`src/rtl/serial_tx_drain_pkg.sv`:
```
// Shared types and helpers for the serial TX drain: FSM state encoding,
// line idle level, and the frame-length formula.
package serial_pkg;

  typedef enum logic [2:0] {IDLE, START, DATA, PARITY, STOP} state_e;

  localparam logic IDLE_LEVEL = 1'b1;

  function automatic int frame_cycles(input int cpb, input int dw, input int sb, input bit parity);
    return (1 + dw + sb + (parity ? 1 : 0)) * cpb;
  endfunction

endpackage

```
`src/rtl/serial_tx_drain_baud_tick.sv`:
```
// Bit-period timer: free-running counter with a one-cycle tick on the last
// cycle of each bit period; start_i realigns it to a fresh bit period.
module serial_baud_tick
  import serial_pkg::*;
#(
  parameter int CLKS_PER_BIT = 868
) (
  input  logic clk_i,
  input  logic rst_i,
  input  logic start_i,
  output logic tick_o
);

  localparam int            CW   = $clog2(CLKS_PER_BIT);
  localparam logic [CW-1:0] LAST = CW'(CLKS_PER_BIT - 1);

  logic [CW-1:0] cnt_q, cnt_d;

  always_comb begin
    cnt_d = cnt_q + CW'(1);
    if (start_i || cnt_q == LAST) cnt_d = '0;
  end

  always_ff @(posedge clk_i) begin
    if (rst_i) cnt_q <= '0;
    else       cnt_q <= cnt_d;
  end

  assign tick_o = (cnt_q == LAST);

endmodule

```
`src/rtl/serial_tx_drain.sv`:
```
// Pops bytes from a depth-1 FIFO and sends them as UART frames on TX.
// Define SERIAL_TX_PARITY_EN to insert an even-parity bit before the stop bits.
module serial_tx_drain
  import serial_pkg::*;
#(
  parameter int CLKS_PER_BIT = 868,
  parameter int DATA_WIDTH   = 8,
  parameter int STOP_BITS    = 1
) (
  input  logic                  CLK,
  input  logic                  RST,
  input  logic                  EMPTY_N,
  input  logic [DATA_WIDTH-1:0] D_IN,
  output logic                  DEQ,
  input  logic                  CLR,
  output logic                  TX,
  output logic                  BUSY
);

  localparam int            BW        = $clog2(DATA_WIDTH > STOP_BITS ? DATA_WIDTH : STOP_BITS);
  localparam logic [BW-1:0] LAST_BIT  = BW'(DATA_WIDTH - 1);
  localparam logic [BW-1:0] LAST_STOP = BW'(STOP_BITS - 1);

  state_e                  state_q, state_d;
  logic [DATA_WIDTH-1:0]   shift_q, shift_d;
  logic [BW-1:0]           bit_q, bit_d;
  logic                    tx_q, tx_d;
  logic                    tick;

`ifdef SERIAL_TX_PARITY_EN
  localparam bit PARITY_EN = 1'b1;
  logic par_q;
  always_ff @(posedge CLK) begin
    if (RST)      par_q <= 1'b0;
    else if (DEQ) par_q <= ^D_IN;
  end
`else
  localparam bit PARITY_EN = 1'b0;
  logic par_q;
  assign par_q = 1'b0;
`endif

  assign DEQ  = (state_q == IDLE) && EMPTY_N && !RST && !CLR;
  assign BUSY = (state_q != IDLE);
  assign TX   = tx_q;

  serial_baud_tick #(.CLKS_PER_BIT(CLKS_PER_BIT)) u_baud (
    .clk_i   (CLK),
    .rst_i   (RST),
    .start_i (DEQ),
    .tick_o  (tick)
  );

  always_comb begin
    state_d = state_q;
    shift_d = shift_q;
    bit_d   = bit_q;
    unique case (state_q)
      IDLE: if (DEQ) begin
        shift_d = D_IN;
        state_d = START;
      end
      START: if (tick) state_d = DATA;
      DATA: if (tick) begin
        shift_d = shift_q >> 1;
        if (bit_q == LAST_BIT) begin
          bit_d   = '0;
          state_d = PARITY_EN ? PARITY : STOP;
        end else begin
          bit_d = bit_q + BW'(1);
        end
      end
      PARITY: if (tick) state_d = STOP;
      STOP: if (tick) begin
        // bit counter doubles as the stop-period counter
        if (bit_q == LAST_STOP) begin
          bit_d   = '0;
          state_d = IDLE;
        end else begin
          bit_d = bit_q + BW'(1);
        end
      end
      default: state_d = IDLE;
    endcase
    if (CLR) begin
      state_d = IDLE;
      bit_d   = '0;
    end
  end

  // TX is registered from next-state so the line changes on the state edge.
  always_comb begin
    tx_d = IDLE_LEVEL;
    case (state_d)
      START:   tx_d = 1'b0;
      DATA:    tx_d = shift_d[0];
      PARITY:  tx_d = par_q;
      default: tx_d = IDLE_LEVEL;
    endcase
  end

  always_ff @(posedge CLK) begin
    if (RST) begin
      state_q <= IDLE;
      shift_q <= '0;
      bit_q   <= '0;
      tx_q    <= IDLE_LEVEL;
    end else begin
      state_q <= state_d;
      shift_q <= shift_d;
      bit_q   <= bit_d;
      tx_q    <= tx_d;
    end
  end

`ifndef SYNTHESIS
  logic [31:0] busy_cnt_q;
  always_ff @(posedge CLK) begin
    if (RST || state_q == IDLE) busy_cnt_q <= '0;
    else                        busy_cnt_q <= busy_cnt_q + 32'd1;
    if (!RST && !CLR && state_q == STOP && state_d == IDLE)
      assert (busy_cnt_q == 32'(frame_cycles(CLKS_PER_BIT, DATA_WIDTH, STOP_BITS, PARITY_EN) - 1))
        else $error("serial_tx_drain: frame length %0d", busy_cnt_q + 32'd1);
    if (!RST && state_q == IDLE)
      assert (!$isunknown(EMPTY_N)) else $warning("serial_tx_drain: EMPTY_N unknown in IDLE");
  end
`endif

endmodule

```
`config.mk`:
```
export PLATFORM = sky130hd
export DESIGN_NAME = serial_tx_drain
export DESIGN_NICKNAME = d
export VERILOG_FILES = /design/src/rtl/serial_tx_drain_pkg.sv /design/src/rtl/serial_tx_drain_baud_tick.sv /design/src/rtl/serial_tx_drain.sv
export SDC_FILE = /design/constraint.sdc
export NUM_CORES = 1
export LEC_CHECK = 0
export ABC_AREA = 1
export CORE_MARGIN = 2
export CORE_UTILIZATION = 49
export CTS_CLUSTER_DIAMETER = 30
export DETAILED_ROUTE_END_ITERATION = 10
export GPL_ROUTABILITY_DRIVEN = 0
export PLACE_DENSITY = 0.78
export SETUP_SLACK_MARGIN = 0.1
export SYNTH_ARGS = -nofsm -noshare
export SYNTH_HDL_FRONTEND = slang
export SYNTH_SLANG_ARGS = --single-unit
```
`constraint.sdc`:
```
create_clock -name CLK -period 1.5 [get_ports CLK]
set_clock_uncertainty 0.05 [all_clocks]
set_input_delay 0.3 -clock CLK [delete_from_list [all_inputs] [get_ports CLK]]
set_output_delay 0.3 -clock CLK [all_outputs]
set_load 0.02 [all_outputs]
```
==> results.md <==
- The run finished, with violations left.
- The checks that failed: negative setup slack.
- Summing all placed instances gives a cell area of 0.00162 mm^2.
- The initial antenna violation count came to 0.
- Measured along the y axis, the die boundary spans 55.7 um.
- The largest net degree at the start of global routing is 16.
- Each instance of the synthesized netlist takes up on average 7.61 um^2.
- The type of origin of the critical path is a flip-flop.
- When the netlist entered floorplanning its net count stood at 188.
- For this run, the top clock speed supported by timing is 0.657 GHz.
- Clock tree synthesis inserted a total of 3 buffers.
- For this design the top-level I/O count stands at 15.
- The first-pass detailed-route iteration total is 4.
- The final hold violation count was 0.
- The data arrival time at the worst-slack endpoint is 1720 ps.
- The worst setup path is captured at a flip-flop.
- The remaining global-route overflow is 0.
- The share of total power dissipated in combinational logic is 13.6%.
- Counting cells, the worst reg-to-reg path comes to 9.
- The worst flop-to-flop path endpoint is TX$_SDFF_PP1_.
- Along the worst path, the maximum fanout reaches 4.
- The buffers plus inverters on the worst setup path is 2.
- The slowest stage of the critical path belongs to the cell dfxtp_2.
- The number of nets with antenna violations after routing is 0.
- The total area inside the core boundary comes to 0.00250 mm^2.
- Clock tree synthesis found a total of 25 sinks.
- The total number of nets in the final design is 229.
- The final HPWL from detailed placement is 2140 um.
- Max-cap violations in this run came to 0.
- The sequential cell fraction of total power is 58.8%.
- The number of antenna repair diodes is 0.
- After the first detailed-routing iteration, the DRC count stood at 42.
- The die covers 0.00310 mm^2.
- The first global-routing pass estimated 4860 um of wire.
- For this configuration, the core starts out at a cell density of 52.4%.
- TritonCTS built the clock tree.
- The total leakage power is 0.000774 uW.
- After routing the design area is 0.00191 mm^2.
- The worst hold path begins at CLR.
- The via count of the first global-routing pass is 1,191.
- Clock latency on the worst-skew pair, taken at its later pin, is 330 ps.
- The number of pins with negative max-slew slack in the final report was 0.
- Setup repair after global routing could not meet its margin everywhere.
- Dividing the detail-routed wire length by the instance count gives 13.7 um.
- No sink is reached through more buffers than the 2 on the longest clock path.
- The final critical path takes up 102% of the cycle.
- The final-report setup violation count is 2.
- The number of placement rows is 18.
- The number of synthesized register bits is 25.
- After synthesis, the netlist uses 33 different library cells.
- The time the final worst path needs with I/O delays and setup is 1520 ps.
- Per report_power, the clock group accounts for 27.5% of the total.
- The pin slew with the least headroom to its limit is 254 ps.
- During synthesis, Yosys emitted a total of 0 warnings.
- Counting instances, the worst hold path has a depth of 5.
- At the worst endpoint, the required time is 1700 ps.
- The width of the die is 55.7 um.
- The share of synthesized area occupied by flip-flops and latches is 38.2%.
- After detailed routing, the number of vias per cell comes to 5.35.
- In this run the power density over the cells is 618 mW/mm^2.
- The launching point of the worst reg2reg path is state_q[2]$_SDFF_PP0_.
- The vias after detailed routing is 1,294.
- The internal portion of the total power is 867 uW.
- The maximum cell stage delay along the critical path is 360 ps.
- From synthesis to final layout, the design area changed by 45.6%.
- For this run, design rule violations remaining after detail routing come to 0.
- The synthesized area is 0.00131 mm^2.
- The worst register-to-register path has a setup slack of -20 ps.
- The number of buffers inserted by port buffering is 14.
- The worst-case headroom to the max-slew limit is 82.9%.
- The setup slack after layout is -22.8 ps.
- The total negative setup slack is -34.8 ps.
- The maximum vdd ir drop is 0.787 mV.
- The register clock-pin slew on the reported worst setup and hold paths is 150 ps.
- In this run the worst hold path is classified as in2reg.
- The total detailed-routing wirelength is 3310 um.
- The design draws 1180 uW.
- In this run the number of H-tree levels came out at 1.
- The cell count after synthesis is 172.
- For hold timing, the worst endpoint is state_q[2]$_SDFF_PP0_.
- The gate family responsible for the most delay along the worst path is simple AND/OR/NAND/NOR gates.
- In this run the clock root is driven by a clkbuf_4.
- Net switching is 26.4% of the power.
- The post-route netlist has 42.5% of its cells at a drive strength greater than 1.
- Walking the worst path, the cells encountered are nor2_4, buf_4, buf_4, a21boi_2, nand2_4, a21oi_4, nand3_1, nand2_1, nand2_1.
- The critical path is of the reg2reg type.
- The power spent charging and discharging nets is 311 uW.
- The overall track demand over capacity in global routing is 19.0%.
## worst register-to-register path, cell delays in order, from the launching register on
cell and delay, ps:
dfxtp_2 360, nor2_4 140, buf_4 120, buf_4 110, a21boi_2 210, nand2_4 100, a21oi_4 150, nand3_1 90
nand2_1 70, nand2_1 50
## sequential cells by signal (all words and copies together), names as in the netlist
name / cells
TX: 1
bit_q: 3
state_q: 3
u_baud.cnt_q: 10
shift_q: 8
## power by group through the flow
stage / Sequential [uW] / Combinational, uW / Clock [uW]
3_3_place_gp: 706 / 129 / 0
4_1_cts: 693 / 150 / 332
6_report: 693 / 161 / 324
3_5_place_dp: 707 / 134 / 0
2_1_floorplan: 707 / 63.0 / 0
5_1_grt: 695 / 173 / 352
## routing by layer
metal | up-vias | track usage, % | share of wire [%]
li1 | 648 | - | -
met1 | 609 | 24.7 | 42
met2 | 31 | 31.6 | 52
met3 | 6 | 4.65 | 5.0
met4 | 0 | 4.88 | 1.1
met5 | - | 0 | 0
## kinds of logic after synthesis
group	synth area share, %
flip-flops	38.2
AND/OR/NAND/NOR	36.9
buffers and inverters	7.17
AO/OA/AOI/OAI	13.9
adder cells (fa/ha/maj)	3.82
## placed cells by master, fill, tap and decap left out, drive strengths merged, types with 2 or more instances in the layout
cell           count
nand2             44
dfxtp             25
buf               25
inv               23
nand3             19
nor2              17
a21oi              9
clkdlybuf4s50      8
a31oi              6
nor3               4
ha                 4
o21ai              4
clkbuf             3
or2                3
a211oi             2
dlymetal6s2s       2
dlygate4sd2        2
nor3b              2
## cell type report
| cell class | instances | area [um^2] |
|---|---|---|
| inverter | 24 | 105 |
| sequential | 25 | 508 |
| tap | 30 | 37.5 |
| timing repair buffer | 37 | 360 |
| fill | 163 | 594 |
| clock inverter | 1 | 7.51 |
| multi-input combinational | 122 | 865 |
| clock buffer | 3 | 22.5 |
## per-stage QoR
| step | setup WS (ps) | util [%] | instances | hold slack (ps) |
|---|---|---|---|---|
| 2_1_floorplan | 124 | - | 172 | 381 |
| 3_3_place_gp | -518 | 64.6 | 230 | 413 |
| 3_5_place_dp | -530 | 64.6 | 230 | 418 |
| 4_1_cts | -22.3 | 70.4 | 237 | 429 |
| 5_1_grt | -77.2 | 76.2 | 242 | 342 |
| 6_report | -22.8 | 76.2 | 242 | 340 |
## Yosys cell counts (all sizes together)
| master | count | share of area [%] |
|---|---|---|
| nor2 | 17 | 7.5 |
| nand4 | 1 | 0.48 |
| and2 | 1 | 0.48 |
| nor4 | 1 | 0.48 |
| nor3 | 4 | 1.5 |
| o21a | 1 | 0.57 |
| o31ai | 1 | 0.57 |
| a22oi | 1 | 0.57 |
| nand3 | 19 | 9.0 |
| o21bai | 1 | 0.57 |
| a21boi | 1 | 0.86 |
| inv | 24 | 6.9 |
| o21ai | 4 | 1.5 |
| a21oi | 9 | 5.2 |
| ha | 4 | 3.8 |
| dfxtp | 25 | 38 |
| a211oi | 2 | 1.1 |
| nor3b | 2 | 1.1 |
| clkbuf | 1 | 0.29 |
| or2 | 3 | 1.4 |
| nand2 | 44 | 15 |
| a31oi | 6 | 2.9 |
## repair_timing
item,CTS,global route
buffers inserted,3,5
gates resized for setup,41,26
setup endpoints to repair,23,25
hold buffers,0,0
pin swaps,7,7
## worst max-delay path by stage
| stage | from | to | slack [ps] | cells after the start |
|---|---|---|---|---|
| 2_1_floorplan | u_baud.cnt_q[1]$_SDFF_PP0_ | TX$_SDFF_PP1_ | 120 | 10 |
| 3_3_place_gp | RST | DEQ | -520 | 5 |
| 3_5_place_dp | RST | DEQ | -530 | 5 |
| 4_1_cts | state_q[2]$_SDFF_PP0_ | BUSY | -20 | 4 |
| 5_1_grt | state_q[2]$_SDFF_PP0_ | TX$_SDFF_PP1_ | -80 | 9 |
| 6_report | state_q[2]$_SDFF_PP0_ | TX$_SDFF_PP1_ | -20 | 9 |
Power figures use the tool's default switching activity.
==> edit, RTL diff (config.mk and constraints unchanged) <==
Set the parameter `DATA_WIDTH` to 16 (it was 8).
--- a/src/rtl/serial_tx_drain.sv
+++ b/src/rtl/serial_tx_drain.sv
@@ -4,7 +4,7 @@
   import serial_pkg::*;
 #(
   parameter int CLKS_PER_BIT = 868,
-  parameter int DATA_WIDTH   = 8,
+  parameter int DATA_WIDTH   = 16,
   parameter int STOP_BITS    = 1
 ) (
   input  logic                  CLK,
Interface: changed (resized D_IN); port bits go from 15 to 23. The function was not compared with the original's and may differ.
==> edit against the unedited design <==
- the run still ends with negative setup slack left
- utilization grew 0.19 points
- non-clock buffer count grew 19
- routed wire length grew 49%
- design area grew 33%
- area after synthesis grew 28%
- synthesized cell count grew 36%
- sequential cell count grew 9
- setup slack lost 0.082 ns
- power grew 45%
- sequential power grew 37%
- critical path depth shrank 5
==> edit: results (changes against the unedited design) <==
<table>
<tr><th>Metric</th><th>Value</th></tr>
<tr><th colspan="2">Layout</th></tr>
<tr><td>Final layout net count</td><td>312 (+36%)</td></tr>
<tr><td>Non-filler cells, final</td><td>336 (+39%)</td></tr>
<tr><td>Flip-flop count of the largest register after layout</td><td>16 (+6)</td></tr>
<tr><td>Largest registers</td><td>shift_q (16), u_baud.cnt_q (10), bit_q (4)</td></tr>
<tr><th colspan="2">CTS</th></tr>
<tr><td>Maximum level of the CTS H-tree</td><td>2 (+1)</td></tr>
<tr><td>Clk slew on worst S/H paths</td><td>0.10 ns (-0.05 ns)</td></tr>
<tr><td>Clock latency reported for the late side of the worst-skew pair</td><td>0.35 ns (+0.02 ns)</td></tr>
<tr><td>Clock buffer count from CTS</td><td>5 (+2)</td></tr>
<tr><th colspan="2">Logic synthesis</th></tr>
<tr><td>Sequential fraction of the synthesis area</td><td>40.5% (+2.3 points)</td></tr>
<tr><td>Most area-consuming cells after synthesis</td><td>sky130_fd_sc_hd__dfxtp_1 41%, sky130_fd_sc_hd__nand3_1 12%, sky130_fd_sc_hd__nand2_1 11%</td></tr>
<tr><td>List of most frequent post-synthesis cells</td><td>51 x sky130_fd_sc_hd__nand2_1, 39 x sky130_fd_sc_hd__nand3_1, 34 x sky130_fd_sc_hd__dfxtp_1, 23 x sky130_fd_sc_hd__nor2_1, 18 x sky130_fd_sc_hd__inv_1</td></tr>
<tr><th colspan="2">Placement</th></tr>
<tr><td>Number of port buffers</td><td>22 (+8)</td></tr>
<tr><td>Estimated wirelength of the detail-placed design</td><td>2560 microns (+20%)</td></tr>
<tr><th colspan="2">Timing</th></tr>
<tr><td>Setup Viol. Count Final</td><td>3 (+1)</td></tr>
<tr><td>Setup Total Neg Slack</td><td>-0.178 ns (-0.144 ns)</td></tr>
<tr><td>Headroom to the max-slew limit</td><td>78.1% (-4.8 points)</td></tr>
<tr><td>Final worst setup slack</td><td>-0.105 ns (-0.0821 ns)</td></tr>
<tr><th colspan="2">Status</th></tr>
<tr><td>Status</td><td>complete, but fails checks</td></tr>
<tr><td>Failing checks</td><td>negative setup slack</td></tr>
<tr><th colspan="2">Worst setup path</th></tr>
<tr><td>Crit. Startpoint</td><td>state_q[0]$_SDFF_PP0_</td></tr>
<tr><td>Crit path max fanout</td><td>2 (-2)</td></tr>
<tr><th colspan="2">Routing</th></tr>
<tr><td>Drt initial violations</td><td>87 (+110%)</td></tr>
<tr><th colspan="2">GRT</th></tr>
<tr><td>Fraction of met3 tracks used by global routing</td><td>6.13% (+1.5 points)</td></tr>
<tr><td>First-pass GRT wire length</td><td>7390 microns (+52%)</td></tr>
<tr><td>Global-route total usage across every layer</td><td>23.6% (+4.6 points)</td></tr>
<tr><td>Met2 routing resource usage after global routing</td><td>38.2% (+6.5 points)</td></tr>
</table>
[edit: cells by family (layout without fill, tap and decap cells)]
| kind of cell | count (synthesis) | count (layout) | share of synthesized area, % |
|---|---|---|---|
| compound gates | 31 | 31 | 10.6 |
| xor+xnor | 1 | 1 | 0.521 |
| fa+ha+maj | 3 | 3 | 2.23 |
| buf+inv | 35 | 91 | 9.38 |
| flops | 34 | 34 | 40.5 |
| simple gates | 130 | 130 | 36.8 |
[edit: layout make-up]
type / count / area (sq um)
multi-input combinational: 165 / 1090
fill: 231 / 781
sequential: 34 / 692
timing repair buffer: 56 / 520
inverter: 27 / 109
tap: 46 / 57.6
clock buffer: 6 / 51.3
clock inverter: 2 / 12.5
[edit: critical path, stage by stage, from the launching register on]
cell and delay (ns):
sky130_fd_sc_hd__dfxtp_2 0.34, sky130_fd_sc_hd__nor2_2 0.13, sky130_fd_sc_hd__nand4_1 0.19, sky130_fd_sc_hd__inv_2 0.14, sky130_fd_sc_hd__buf_6 0.12
[edit: power breakdown]
part | internal, mW | total [mW] | switching, mW
Sequential | 0.926 | 0.947 | 0.0213
Clock | 0.225 | 0.554 | 0.329
Combinational | 0.113 | 0.206 | 0.0924
[edit: final timing paths]
check | to | slack (ns)
setup / recovery | DEQ | -0.10
hold / removal | state_q[1]$_SDFF_PP0_ | 0.38
setup reg to reg | TX$_SDFF_PP1_ | -0.07
hold reg to reg | shift_q[0]$_SDFF_PP0_ | 0.42
[edit: what timing repair did]
item                                    4_1_cts  5_1_grt
cloned                                        1        0
pin swaps                                    16       19
gates resized for setup                      45       44
hold buffers                                  0        0
buffers inserted                              8        5
endpoints found under the setup margin       30       33
[edit: metal layers]
metal	part of all wire [%]	wire (microns)
met2	48	2390
met4	4.4	215
met3	5.4	268
met5	0	0
met1	42	2060
